### src/rtl/clk_nco_bank.sv
//------------------------------------------------------------------------------
// Module   : clk_nco_bank
// Purpose  : Qualifies a raw PLL lock with a programmable stability delay and
//            drives NUM_CH independent phase-accumulator NCOs that produce
//            fractional-rate clock-enable ticks and square-wave outputs.
// Ports    : clock_in  - fabric clock, all logic on its rising edge
//            resetn    - synchronous reset, active-low
//            lock_in   - raw PLL lock, synchronous to clock_in
//            cfg_we    - config write strobe (one cycle per write)
//            cfg_ch    - target channel index
//            cfg_inc   - new phase increment
//            cfg_clr   - with cfg_we, also zero the target accumulator
//            locked    - qualified lock (registered)
//            tick      - per-channel one-cycle overflow strobe (registered)
//            phase_msb - per-channel accumulator MSB (~50% duty square wave)
// Revision : 1.0 - initial release
//------------------------------------------------------------------------------
`default_nettype none

module clk_nco_bank #(
    parameter int          NUM_CH      = 4,
    parameter int          ACC_W       = 24,
    parameter int          LOCK_DELAY  = 1024,
    parameter int unsigned DEFAULT_INC = 0,
    localparam int         CH_W        = (NUM_CH > 1) ? $clog2(NUM_CH) : 1
) (
    input  logic              clock_in,
    input  logic              resetn,
    input  logic              lock_in,
    input  logic              cfg_we,
    input  logic [CH_W-1:0]   cfg_ch,
    input  logic [ACC_W-1:0]  cfg_inc,
    input  logic              cfg_clr,
    output logic              locked,
    output logic [NUM_CH-1:0] tick,
    output logic [NUM_CH-1:0] phase_msb
);

    localparam int CNT_W = $clog2(LOCK_DELAY + 1);

    localparam logic [1:0]       c_ST_UNLOCKED = 2'd0;
    localparam logic [1:0]       c_ST_QUALIFY  = 2'd1;
    localparam logic [1:0]       c_ST_RUN      = 2'd2;
    localparam logic [CNT_W-1:0] c_CNT_MAX     = CNT_W'(LOCK_DELAY);
    localparam logic [ACC_W-1:0] c_INC_RST     = ACC_W'(DEFAULT_INC);

    logic [1:0]       r_state;
    logic [1:0]       w_state_nxt;
    logic [CNT_W-1:0] r_cnt;
    logic [CNT_W-1:0] w_cnt_nxt;
    logic             r_locked;
    logic             w_locked_nxt;
    logic             w_run_en;

    // State register
    always_ff @(posedge clock_in) begin
        if (!resetn) begin
            r_state  <= c_ST_UNLOCKED;
            r_cnt    <= '0;
            r_locked <= 1'b0;
        end else begin
            r_state  <= w_state_nxt;
            r_cnt    <= w_cnt_nxt;
            r_locked <= w_locked_nxt;
        end
    end

    // Next-state logic. The counter holds the number of consecutive high
    // samples of lock_in; the move to RUN happens on the edge after it
    // reaches LOCK_DELAY, giving LOCK_DELAY+1 edges from first high sample.
    always_comb begin
        w_state_nxt = r_state;
        w_cnt_nxt   = r_cnt;
        case (r_state)
            c_ST_UNLOCKED: begin
                if (lock_in) begin
                    w_state_nxt = c_ST_QUALIFY;
                    w_cnt_nxt   = CNT_W'(1);
                end else begin
                    w_cnt_nxt   = '0;
                end
            end
            c_ST_QUALIFY: begin
                if (!lock_in) begin
                    w_state_nxt = c_ST_UNLOCKED;
                    w_cnt_nxt   = '0;
                end else if (r_cnt == c_CNT_MAX) begin
                    w_state_nxt = c_ST_RUN;
                    w_cnt_nxt   = '0;
                end else begin
                    w_cnt_nxt   = r_cnt + CNT_W'(1);
                end
            end
            c_ST_RUN: begin
                w_cnt_nxt = '0;
                if (!lock_in) begin
                    w_state_nxt = c_ST_UNLOCKED;
                end
            end
            default: begin
                w_state_nxt = c_ST_UNLOCKED;
                w_cnt_nxt   = '0;
            end
        endcase
    end

    // Output logic. Accumulation only happens on edges that begin and end in
    // RUN: the entering edge leaves accumulators at zero (phase alignment)
    // and the leaving edge clears them, dropping any in-flight tick.
    always_comb begin
        w_locked_nxt = (w_state_nxt == c_ST_RUN);
        w_run_en     = (r_state == c_ST_RUN) && (w_state_nxt == c_ST_RUN);
    end

    assign locked = r_locked;

    for (genvar g = 0; g < NUM_CH; g++) begin : g_ch
        localparam logic [CH_W-1:0] c_CH_IDX = CH_W'(g);

        logic [ACC_W-1:0] r_acc;
        logic [ACC_W-1:0] r_inc;
        logic             r_tick;
        logic [ACC_W:0]   w_sum;
        logic             w_wr;

        // Out-of-range cfg_ch values never match any channel index.
        assign w_wr  = cfg_we && (cfg_ch == c_CH_IDX);
        assign w_sum = {1'b0, r_acc} + {1'b0, r_inc};

        always_ff @(posedge clock_in) begin
            if (!resetn) begin
                r_acc  <= '0;
                r_inc  <= c_INC_RST;
                r_tick <= 1'b0;
            end else begin
                // Sum above uses the pre-write increment on the write edge.
                if (w_wr) begin
                    r_inc <= cfg_inc;
                end
                if (w_wr && cfg_clr) begin
                    r_acc  <= '0;
                    r_tick <= 1'b0;
                end else if (w_run_en) begin
                    r_acc  <= w_sum[ACC_W-1:0];
                    r_tick <= w_sum[ACC_W];
                end else begin
                    r_acc  <= '0;
                    r_tick <= 1'b0;
                end
            end
        end

        assign tick[g]      = r_tick;
        assign phase_msb[g] = r_acc[ACC_W-1];
    end

endmodule

`default_nettype wire
### config.mk
export PLATFORM = sky130hd
export DESIGN_NAME = clk_nco_bank
export DESIGN_NICKNAME = d
export VERILOG_FILES = /design/src/rtl/clk_nco_bank.sv
export SDC_FILE = /design/constraint.sdc
export NUM_CORES = 1
export LEC_CHECK = 0
export CAP_MARGIN = 10
export CORE_MARGIN = 10
export CORE_UTILIZATION = 45
export CTS_CLUSTER_DIAMETER = 30
export DETAILED_ROUTE_END_ITERATION = 7
export PLACE_DENSITY = 0.68
export RECOVER_POWER = 50
export SLEW_MARGIN = 10
export SYNTH_ARGS = -nofsm -noshare
export SYNTH_HDL_FRONTEND = slang
export SYNTH_SLANG_ARGS = --single-unit
### constraint.sdc
create_clock -name clock_in -period 3.6 [get_ports clock_in]
set_input_delay 0.72 -clock clock_in [delete_from_list [all_inputs] [get_ports clock_in]]
set_output_delay 0.72 -clock clock_in [all_outputs]
set_load 0.02 [all_outputs]
# Word-level counts from Yosys, hierarchy flattened

Cells that the tools add are included.

Equality and inequality tests: 7
$add $sub $neg: 5
Reductions and logical operators: 15
Bitwise logic cells: 2
Multiplexer cells: 9

Operators with widths:

| cell                  | count |
|---|---|
| $add 24x24->25        | 4 |
| $mux 11               | 2 |
| $pmux 11 s2           | 1 |
| $reduce_or 3->1       | 4 |
| $add 11x1->11 const B | 1 |
| $eq 11x11->1 const B  | 1 |
| $logic_and 1x1->1     | 9 |
| $eq 2x2->1 const B    | 4 |
| $mux 2                | 4 |
| $pmux 2 s3            | 1 |
| $eq 2x1->1 const B    | 2 |
| $logic_not 2->1       | 2 |
| $not 1->1             | 2 |
| $mux 1                | 1 |

Input bits: 31
Bits in registers: 210

# Logic depth before layout (Yosys ltp)

Gate-level depths: netlist of run 1.

Word-level depth: 8
Gate-level depth with buffers: 9
Gate-level depth less buffers: 9

# Least setup slack after synthesis of run 1

No wires, ideal clock.

Path type: register -> register
From: register g_ch[1].r_acc[0]
To: register g_ch[1].r_acc[20]
Setup slack: 1.232 ns
Period minus slack after synthesis: 2.368 ns
Data arrival time: 2.296 ns
Cell stages (with the launch flop): 10
Cell sequence: dfxtp_1 ha_1 fa_1 a211oi_1 o21ai_0 a31oi_1 a31oi_1 a31oi_1 a21o_1 mux2i_1

Word-level cells in the longest chain between the ends: 1

RTL lines:

| element                  | RTL line | source |
|---|---|---|
| start: declaration       | 120      | `logic [ACC_W-1:0] r_acc;` |
| start signal: assignment | 144      | `r_acc <= w_sum[ACC_W-1:0];` |
| $add 24x24->25           | 128      | `assign w_sum = {1'b0, r_acc} + {1'b0, r_inc};` |

Every way passes these cells.
A chain may end at the register's enable or synchronous reset.

# Worst setup path in the final report of run 1

From: input port cfg_ch[0]
To: register g_ch[3].r_acc[23]

Word-level cells in the longest chain between the ends: 4

RTL lines:

| element                          | RTL line | source |
|---|---|---|
| start: declaration               | 31       | `input logic [CH_W-1:0] cfg_ch,` |
| $eq 2x2->1                       | 127      | `assign w_wr = cfg_we && (cfg_ch == c_CH_IDX);` |
| $logic_and 1x1->1                | 127      |  |
| $logic_and 1x1->1                | 140      | `if (w_wr && cfg_clr) begin` |
| $reduce_or 3->1 (no source line) | -        |  |
| end signal: assignment           | 144      |  |
| end: declaration                 | 120      |  |

Every way passes these cells.

==> results of run 1 <==
-- per-stage QoR --
stage	hold slack [ns]	power (mW)	worst slack (ns)
final	0.467	7.40	0.741
after global placement	0.449	2.71	0.934
after floorplan	0.432	2.60	1.23
after global routing	0.494	7.62	0.548
after CTS	0.472	7.47	0.938
after detailed placement	0.466	2.72	0.870
-- worst max-delay path, cell delays in order --
cell and delay [ns]:
dlygate4sd3_1 0.71, and3_1 0.24, clkbuf_1 0.88, a21oi_1 0.39
a31oi_1 0.27, nand2_1 0.08
-- state kept, by name, indices dropped and copies added (netlist names) --
signal and count:
g_ch.r_acc 96, g_ch.r_inc 96, r_cnt 11, g_ch.r_tick 4, r_state 2, locked 1
-- area by class of cell --
type,count,area share (%)
repair buffers,52,3.39
inverters,29,0.775
flip-flops and latches,210,29.9
well taps,330,2.94
multi-input cells,1100,50.1
clock buffers,62,9.80
clock inverters,31,3.02
-- Yosys cell counts (all sizes together) (10+ instances only) --
| master | number |
|---|---|
| nand2 | 250 |
| dfxtp | 210 |
| nor2 | 110 |
| a21boi | 101 |
| ha | 98 |
| a21oi | 87 |
| a21o | 66 |
| clkbuf | 56 |
| o21ai | 49 |
| xnor2 | 37 |
| nand3 | 31 |
| inv | 29 |
| xor2 | 29 |
| nor3 | 25 |
| a211oi | 21 |
| a31oi | 16 |
| and2 | 15 |
| nand2b | 14 |
| nand4 | 14 |
| and3 | 11 |
| buf | 11 |
| mux2i | 11 |
| nor3b | 10 |
| o21bai | 10 |
-- power by group through the flow --
stage	clock (mW)	sequential (mW)	combinational, mW
floorplan	0	2.43	0.168
global placement	0	2.44	0.277
detailed placement	0	2.44	0.281
CTS	4.79	2.39	0.284
global route	4.91	2.40	0.310
finish	4.72	2.39	0.284
-- metal layers --
| layer | GRT usage [%] | part of all wire, % | up-vias | routed length [µm] |
|---|---|---|---|---|
| met4 | 6.66 | 3.1 | 0 | 921 |
| met5 | 0 | 0 | - | 0 |
| met2 | 28.2 | 45 | 199 | 13400 |
| li1 | - | - | 5035 | - |
| met1 | 22.8 | 48 | 4624 | 14200 |
| met3 | 2.86 | 3.8 | 76 | 1130 |
-- kinds of logic (layout without fill, tap and decap cells) --
logic type      Yosys count  after routing  share of synthesized area (%)
simple gates            518            518                           19.9
compound gates          403            403                           23.4
flops                   210            210                           36.1
fa+ha+maj               102            102                           11.2
buf+inv                  96            174                           3.37
xor+xnor                 66             66                           4.97
mux                      11             11                          0.947
-- path summary, 6_finish.rpt --
kind | to | cells after the start | start
max reg2reg | g_ch[1].r_acc[20] | 9 | g_ch[1].r_inc[0]
max | g_ch[3].r_acc[23] | 6 | cfg_ch[0]
min | g_ch[2].r_inc[15] | 2 | g_ch[2].r_inc[15]
min reg2reg | g_ch[2].r_inc[15] | 2 | g_ch[2].r_inc[15]
==> results.py, run 1 <==
metrics = {
    "timing": {
        "setup_viol": 0,
        "final.setup_skew_ns": 0.0153,
        "fmax_mhz": 350,
        "fin_crit_sh_pct": 79.4,
        "fin_setup_tns_ns": 0,
        "slew_headroom_pct": -4.52,
        "tightest_slew_ns": 1.57,
        "rsz0062_at_grt": "false",
        "finalHoldViolations": 0,
        "report.final.slew_viol_count": 25,
        "fin_crit_ns": 2.86,
    },
    "finish": {
        "ff_latch_area_um2": 4200,
        "postLayoutCoreUtil_pct": 55.4,
        "final_common_cell": "nand2_1",
        "syn_to_final_growth_pct": 20.7,
        "fin_cells": 1814,
        "fin_nets": 1576,
        "antenna_cells": 0,
        "design_area_um2": 14000,
        "multi_input_area_um2": 7040,
        "drive_above_1_share_pct": 7.88,
        "num-fill-cells": 2317,
        "layout_common_cells": "nand2_1 (250), dfxtp_1 (210), nor2_1 (109)",
    },
    "pwr": {
        "clkPwrFrac_pct": 63.8,
        "p_per_area_nw_per_um2": 527,
        "vdd_ir_drop_max_mv": 0.483,
        "intPower_mw": 5.77,
        "leakagePower_nw": 5.90,
        "sw_frac_of_total_pct": 22.1,
        "switching_power_mw": 1.63,
        "pwr-share-comb_pct": 3.8,
        "power_frac_seq_pct": 32.4,
    },
    "global_routing": {
        "grt_pass1_vias": 9657,
        "antenna_found_initial": 0,
        "grt_max_degree": 97,
        "grt_pass1_wl_um": 48200,
        "track_usage_pct": 17.5,
        "gr-total-overflow": 0,
    },
    "floorplan": {
        "fp.dieH_um": 181,
        "fp.dieW_um": 181,
        "design.core.area_um2": 25300,
        "initial_utilization_pct": 45.9,
        "ios": 40,
        "num_rows": 58,
        "die_area_um2": 32700,
    },
    "drt": {
        "drt-total-wl_um": 29700,
        "drc": 0,
        "drt-pass1-iter-count": 5,
        "wl_per_cell_um": 16.3,
        "detail_route.vias_per_cell": 5.48,
        "drtIter0Drc": 609,
        "dr_total_vias": 9934,
        "antenna_left": 0,
    },
    "clocking": {
        "cts_htree_levels": 2,
        "cts_buffer_depth": 3,
        "cts_resized": 0,
        "cts_buffers": 50,
        "clk_pin_slew_ns": 0.05,
        "cts.sinks": 210,
        "post_cts_buffers": 0,
        "worstSkewPairLatency_ns": 0.54,
        "clock-root-buffer": "clkbuf_16",
        "cts_tree": "done",
        "cts_hold_buf": 0,
    },
    "synthesis": {
        "syn_area_um2": 11600,
        "async_flop_share_pct": 0,
        "yosysUniqueCellTypes": 64,
        "synth_edf_count": 0,
        "synth_area_leaders": "dfxtp_1 (36%), ha_1 (11%), nand2_1 (8.1%), a21boi_0 (6.5%), a21o_1 (4.3%)",
        "avgSynthCellArea_um2": 8.27,
        "yosys_warnings": 0,
        "yosysSeqAreaShare_pct": 36.1,
        "ys.flop_type": "dfxtp_1",
        "synth_area_leader_cell": "dfxtp_1",
        "yosysTopAreaCellShare_pct": 36.1,
        "ys_ff_latch": 210,
        "synth_nets": 1539,
        "syn_inst": 1406,
    },
    "place": {
        "dpl.hpwl_um": 20900,
        "placed_area_um2": 12300,
        "gp_congestion": 0.851,
        "dp_cells": 1721,
        "port_buffers": 39,
    },
    "critical_path": {
        "worst-path-max-fanout": 25,
        "r2r_slack_ns": 0.95,
        "path_class": "primary input to register",
        "crit_path_end_kind": "register",
        "crit_arrival_ns": 3.29,
        "start_kind": "primary input",
        "cp.required_ns": 4.03,
    },
    "run_status": {
        "violations": "capacitance limit, slew limit",
        "status": "finished, violations left",
    },
    "run": {
        "maxCapViolCount": 1,
    },
    "hold_path": {
        "hold_class": "register to register",
    },
}
No activity file was read; power rests on OpenSTA's default activity.
==> inputs of run 2 (changes only) <==
- PLACE_DENSITY: 0.68 -> 0.7
- clock period: 3.6 -> 2.4 ns (I/O delays scaled with it)
==> run 2 against run 1 <==
  * The flow now finishes without violations
  * Global-route usage rose by 0.11 points
  * Power increased by 47%
  * Sequential cell count unchanged
  * Largest cell class unchanged
  * Largest power group unchanged
==> results.py, run 2 (same netlist as run 1, synthesis figures left out) <==
metrics = {
    "critical_path": {
        "cp_top_family": "compound AO/OA/AOI/OAI gates",
        "crit_path_end_kind": "register",
        "worst_path_max_delay_cell": "fa_2",
        "crit_arrival_ns": 2.80,
        "max_stage_delay_ns": 0.37,
        "worst-path-max-fanout": 2,
        "start_kind": "register",
        "path_class": "register to register",
        "rr_worst_depth": 10,
        "cp.required_ns": 2.83,
        "path_cells": "ha_4, fa_2, a211oi_2, o21ai_1, a31oi_1, a31oi_1, a31oi_1, buf_4, xor2_2, nor2_1",
        "r2r_slack_ns": 0.03,
        "cp_num_buf_inv": 1,
        "timing.rr.end": "g_ch[1].r_acc[18]",
        "path_common_cell": "a31oi_1",
        "rr_startpoint": "g_ch[1].r_inc[0]",
    },
    "drt": {
        "antenna_left": 0,
        "drc": 0,
        "drt-total-wl_um": 30300,
        "wl_per_cell_um": 16.3,
        "detail_route.vias_per_cell": 5.44,
        "dr_total_vias": 10100,
        "drt-pass1-iter-count": 5,
        "drtIter0Drc": 560,
    },
    "finish": {
        "layout_common_cells": "nand2_1 (250), dfxtp_1 (207), nor2_1 (108)",
        "multi_input_area_um2": 7260,
        "design_area_um2": 14500,
        "ff_latch_area_um2": 4210,
        "drive_above_1_share_pct": 12.2,
        "syn_to_final_growth_pct": 24.5,
        "antenna_cells": 0,
        "final_common_cell": "nand2_1",
        "postLayoutCoreUtil_pct": 57.2,
        "num-fill-cells": 2175,
        "largestRegisters": "g_ch.r_acc: 96 flops, g_ch.r_inc: 96 flops, r_cnt: 11 flops",
        "fin_nets": 1616,
    },
    "run_status": {
        "status": "completed",
    },
    "clocking": {
        "cts_htree_levels": 2,
        "clk_pin_slew_ns": 0.05,
        "cts_buffers": 47,
        "cts_buffer_depth": 3,
        "cts_hold_buf": 0,
        "clock-root-buffer": "clkbuf_16",
        "cts_tree": "done",
        "worstSkewPairLatency_ns": 0.55,
        "cts.sinks": 210,
    },
    "floorplan": {
        "fp.dieW_um": 181,
        "initial_utilization_pct": 45.9,
        "fp.dieH_um": 181,
        "num_rows": 58,
        "ios": 40,
        "design.core.area_um2": 25300,
        "die_area_um2": 32700,
    },
    "timing": {
        "fmax_mhz": 422,
        "tightest_slew_ns": 1.12,
        "fin_crit_sh_pct": 98.8,
        "fin_crit_ns": 2.37,
        "fin_ws_ns": 0.0295,
        "final.setup_skew_ns": 0.0251,
        "rsz0062_at_grt": "true",
        "finalHoldViolations": 0,
        "report.final.slew_viol_count": 0,
        "slew_headroom_pct": 25.5,
        "setup_viol": 0,
    },
    "hold_path": {
        "hold_class": "primary input to register",
        "hold-path-endpoint": "locked",
        "whs_path_depth": 3,
        "worstHoldStart": "resetn",
    },
    "pwr": {
        "p_per_area_nw_per_um2": 751,
        "leakagePower_nw": 6.09,
        "total_power_mw": 10.9,
        "vdd_ir_drop_max_mv": 0.447,
    },
    "run": {
        "maxCapViolCount": 0,
    },
    "place": {
        "port_buffers": 39,
        "dpl.hpwl_um": 20700,
        "post-place-ws_ns": -0.0761,
        "placed_area_um2": 12500,
        "gp_congestion": 0.831,
    },
    "global_routing": {
        "grt_pass1_vias": 9552,
        "grt_max_degree": 97,
        "grt_pass1_wl_um": 48400,
        "track_usage_pct": 17.6,
        "gr-total-overflow": 0,
        "antenna_found_initial": 0,
    },
}
==> run 2: changes by cell type in the layout (fill, tap and decap cells not counted), moves of 4 or more <==
cell        previous run  this run
ha_4                   0         4
clkinvlp_4             8         3
ha_1                  98        94
a211oi_1              21        16
a211oi_2               0         5
clkbuf_1               6        10
buf_4                 11        46
==> run 2: worst reg2reg max path, cell delays in order (launching register included) <==
cell and delay [ns]:
dfxtp_2 0.33, ha_4 0.16, fa_2 0.37, a211oi_2 0.27, o21ai_1 0.08, a31oi_1 0.22
a31oi_1 0.14, a31oi_1 0.28, buf_4 0.17, xor2_2 0.16, nor2_1 0.06
==> run 2: what timing repair did <==
action,CTS,global route
gates cloned,0,0
pin swaps,1,23
buffers inserted,1,5
setup endpoints to repair,7,33
gates resized for setup,7,41
==> run 2: cell type report <==
type | count | share of cell area, %
tap | 330 | 2.85
sequential | 210 | 29.1
clock buffer | 57 | 8.94
timing repair buffer | 95 | 5.43
multi-input combinational | 1100 | 50.2
clock inverter | 30 | 2.81
inverter | 29 | 0.752
==> run 2: worst max path at each step <==
stage / start / endpoint / slack, ns / cells past startpoint
3_3_place_gp: g_ch[1].r_acc[0] / g_ch[1].r_acc[22] / -0.03 / 10
6_report: g_ch[1].r_inc[0] / g_ch[1].r_acc[18] / 0.03 / 10
2_1_floorplan: g_ch[1].r_acc[0] / g_ch[1].r_acc[20] / 0.03 / 9
3_5_place_dp: g_ch[1].r_acc[0] / g_ch[1].r_acc[20] / -0.08 / 9
5_1_grt: g_ch[1].r_inc[0] / g_ch[1].r_acc[18] / -0.10 / 10
4_1_cts: g_ch[0].r_acc[1] / g_ch[0].r_acc[13] / 0.005 / 8
==> run 2: layer usage <==
layer  vias to the layer above  part of all wire [%]  global-route usage, %
li1                       5137                     -                      -
met4                         0                   2.8                   6.04
met5                         -                     0                      0
met3                        56                   4.7                   3.40
met1                      4663                    46                   22.3
met2                       207                    47                   29.2
==> run 2: metrics by stage <==
stage / cells / hold slack (ns) / TNS [ns]
after global placement: 1758 / 0.457 / -0.0546
after global routing: 1851 / 0.292 / -0.323
after floorplan: 1406 / 0.432 / 0
after detailed placement: 1758 / 0.460 / -0.200
after CTS: 1846 / 0.262 / 0
final: 1851 / 0.276 / 0
==> run 2: report_power, final <==
part | internal (mW) | total, mW | switching (mW)
Sequential | 3.55 | 3.59 | 0.0376
Clock | 4.71 | 6.84 | 2.14
Combinational | 0.175 | 0.443 | 0.268
==> inputs of run 3 (changes only) <==
==> constraint.sdc (replaced) <==
create_clock -name clock_in -period 2.4 [get_ports clock_in]
set_input_delay 0.6 -clock clock_in [delete_from_list [all_inputs] [get_ports clock_in]]
set_output_delay 0.6 -clock clock_in [all_outputs]
set_load 0.02 [all_outputs]
==> run 3 against run 2 <==
  * Non-clock buffer count rose by 9
  * Global-route usage rose by 0.078 points
  * Maximum frequency fell by 0.64%
  * Clock power fell by 6.7%
  * Clock skew fell by 0.0058 ns
  * Largest cell class unchanged
  * Worst hold slack improved by 0.17 ns
  * Power fell by 4.2%
  * Die area did not move
  * First-iteration DRC count rose by 5.5%
  * Combinational power rose by 1%
==> results.py, run 3 (same netlist as run 1, synthesis figures left out) <==
metrics = {
    "timing": {
        "tightest_slew_ns": 0.932,
        "fin_setup_tns_ns": 0,
        "setup_viol": 0,
        "final.setup_skew_ns": 0.0193,
        "fin_crit_ns": 2.39,
        "finalHoldViolations": 0,
        "rsz0062_at_grt": "true",
        "fin_crit_sh_pct": 99.4,
        "report.final.slew_viol_count": 0,
        "fin_ws_ns": 0.0143,
        "slew_headroom_pct": 37.8,
        "fmax_mhz": 419,
    },
    "run_status": {
        "status": "completed",
    },
    "pwr": {
        "p_per_area_nw_per_um2": 724,
        "leakagePower_nw": 6.07,
        "switching_power_mw": 2.26,
        "total_power_mw": 10.4,
        "vdd_ir_drop_max_mv": 0.472,
        "intPower_mw": 8.16,
        "pwr-share-comb_pct": 4.3,
        "sw_frac_of_total_pct": 21.7,
        "power_frac_seq_pct": 34.4,
        "clkPwrFrac_pct": 61.3,
    },
    "floorplan": {
        "design.core.area_um2": 25300,
        "initial_utilization_pct": 45.9,
        "ios": 40,
        "fp.dieW_um": 181,
        "num_rows": 58,
        "die_area_um2": 32700,
        "fp.dieH_um": 181,
    },
    "finish": {
        "final_common_cell": "nand2_1",
        "drive_above_1_share_pct": 11.8,
        "design_area_um2": 14400,
        "layout_common_cells": "nand2_1 (250), dfxtp_1 (207), nor2_1 (107)",
        "fin_nets": 1623,
        "antenna_cells": 0,
        "fin_cells": 1853,
        "syn_to_final_growth_pct": 23.8,
        "largestRegisters": "g_ch.r_acc: 96 flops, g_ch.r_inc: 96 flops, r_cnt: 11 flops",
    },
    "global_routing": {
        "track_usage_pct": 17.7,
        "grt_pass1_wl_um": 48800,
        "grt_pass1_vias": 9804,
        "antenna_found_initial": 2,
        "gr-total-overflow": 0,
        "grt_max_degree": 97,
    },
    "drt": {
        "detail_route.vias_per_cell": 5.55,
        "antenna_left": 0,
        "drc": 0,
        "drt-pass1-iter-count": 5,
        "drt-total-wl_um": 30600,
        "wl_per_cell_um": 16.5,
        "drtIter0Drc": 591,
        "dr_total_vias": 10300,
    },
    "critical_path": {
        "worst_path_max_delay_cell": "fa_2",
        "cp_num_buf_inv": 1,
        "path_class": "register to register",
        "worst-path-max-fanout": 3,
        "crit_path_end_kind": "register",
        "cp.required_ns": 2.82,
        "cp_top_family": "compound AO/OA/AOI/OAI gates",
        "max_stage_delay_ns": 0.38,
        "start_kind": "register",
        "crit_arrival_ns": 2.81,
        "r2r_slack_ns": 0.01,
        "path_cells": "ha_4, fa_2, a211oi_2, o21ai_1, a31oi_1, a31oi_2, a31oi_2, buf_4, xor2_1, nor2_1",
        "path_common_cell": "a31oi_2",
    },
    "run": {
        "maxCapViolCount": 0,
    },
    "clocking": {
        "cts_buffer_depth": 3,
        "cts_htree_levels": 2,
        "clock-root-buffer": "clkbuf_16",
        "cts_buffers": 45,
        "worstSkewPairLatency_ns": 0.53,
        "cts_tree": "done",
        "cts.sinks": 210,
        "clk_pin_slew_ns": 0.05,
    },
    "place": {
        "placed_area_um2": 12600,
        "post-place-ws_ns": -0.113,
        "port_buffers": 39,
        "dpl.hpwl_um": 20900,
        "dp_cells": 1770,
        "gp_congestion": 0.856,
    },
    "hold_path": {
        "hold_class": "primary input to register",
    },
}
[run 3: cell types whose count changed in the layout (fill, tap and decap cells not counted), moves of 3 or more]
cell,delta
clkbuf_1,+5
clkinv_2,-3
buf_4,+9
inv_6,-7
[run 3: power groups by stage]
| stage | Clock [mW] | Sequential, mW | Combinational (mW) |
|---|---|---|---|
| 5_1_grt | 6.66 | 3.59 | 0.489 |
| 4_1_cts | 6.48 | 3.59 | 0.447 |
| 6_report | 6.38 | 3.59 | 0.449 |
| 3_3_place_gp | 0 | 3.65 | 0.432 |
| 2_1_floorplan | 0 | 3.64 | 0.253 |
| 3_5_place_dp | 0 | 3.65 | 0.441 |
[run 3: what timing repair did]
item | in CTS | in global routing
setup endpoints to repair | 7 | 26
pin swaps | 7 | 20
gates resized for setup | 13 | 29
hold buffers | 0 | 0
buffers inserted | 0 | 4
[run 3: cell type report]
cell class	count	area, µm²
fillers	2207	10900
multi-input cells	1100	7230
flip-flops and latches	210	4210
clock buffers	60	1260
repair buffers	104	855
well taps	330	413
clock inverters	20	317
inverters	29	109
[run 3: routing by layer]
| layer | track usage [%] | vias up | wire [µm] |
|---|---|---|---|
| li1 | - | 5140 | - |
| met1 | 21.9 | 4839 | 13800 |
| met2 | 29.6 | 236 | 14200 |
| met3 | 3.64 | 62 | 1710 |
| met4 | 6.40 | 2 | 851 |
| met5 | 0 | - | 13 |
[run 3: worst register-to-register path, stage by stage, from the launching register on]
cell and delay (ns):
dfxtp_1 0.32, ha_4 0.17, fa_2 0.38, a211oi_2 0.28
o21ai_1 0.09, a31oi_1 0.25, a31oi_2 0.18, a31oi_2 0.27
buf_4 0.14, xor2_1 0.14, nor2_1 0.05
[run 3: metrics by stage]
step	hold slack (ns)	utilization, %
finish	0.447	56.8
global route	0.466	56.8
CTS	0.421	56.4
detailed placement	0.455	49.9
global placement	0.451	49.9
floorplan	0.432	-
[run 3: final timing paths]
check,end,startpoint,cells past startpoint
worst max register to register,g_ch[1].r_acc[18],g_ch[1].r_acc[0],10
worst min-delay path,r_state[1],resetn,4
worst min register to register,g_ch[1].r_inc[3],g_ch[1].r_inc[3],2
worst max-delay path,g_ch[1].r_acc[18],g_ch[1].r_acc[0],10
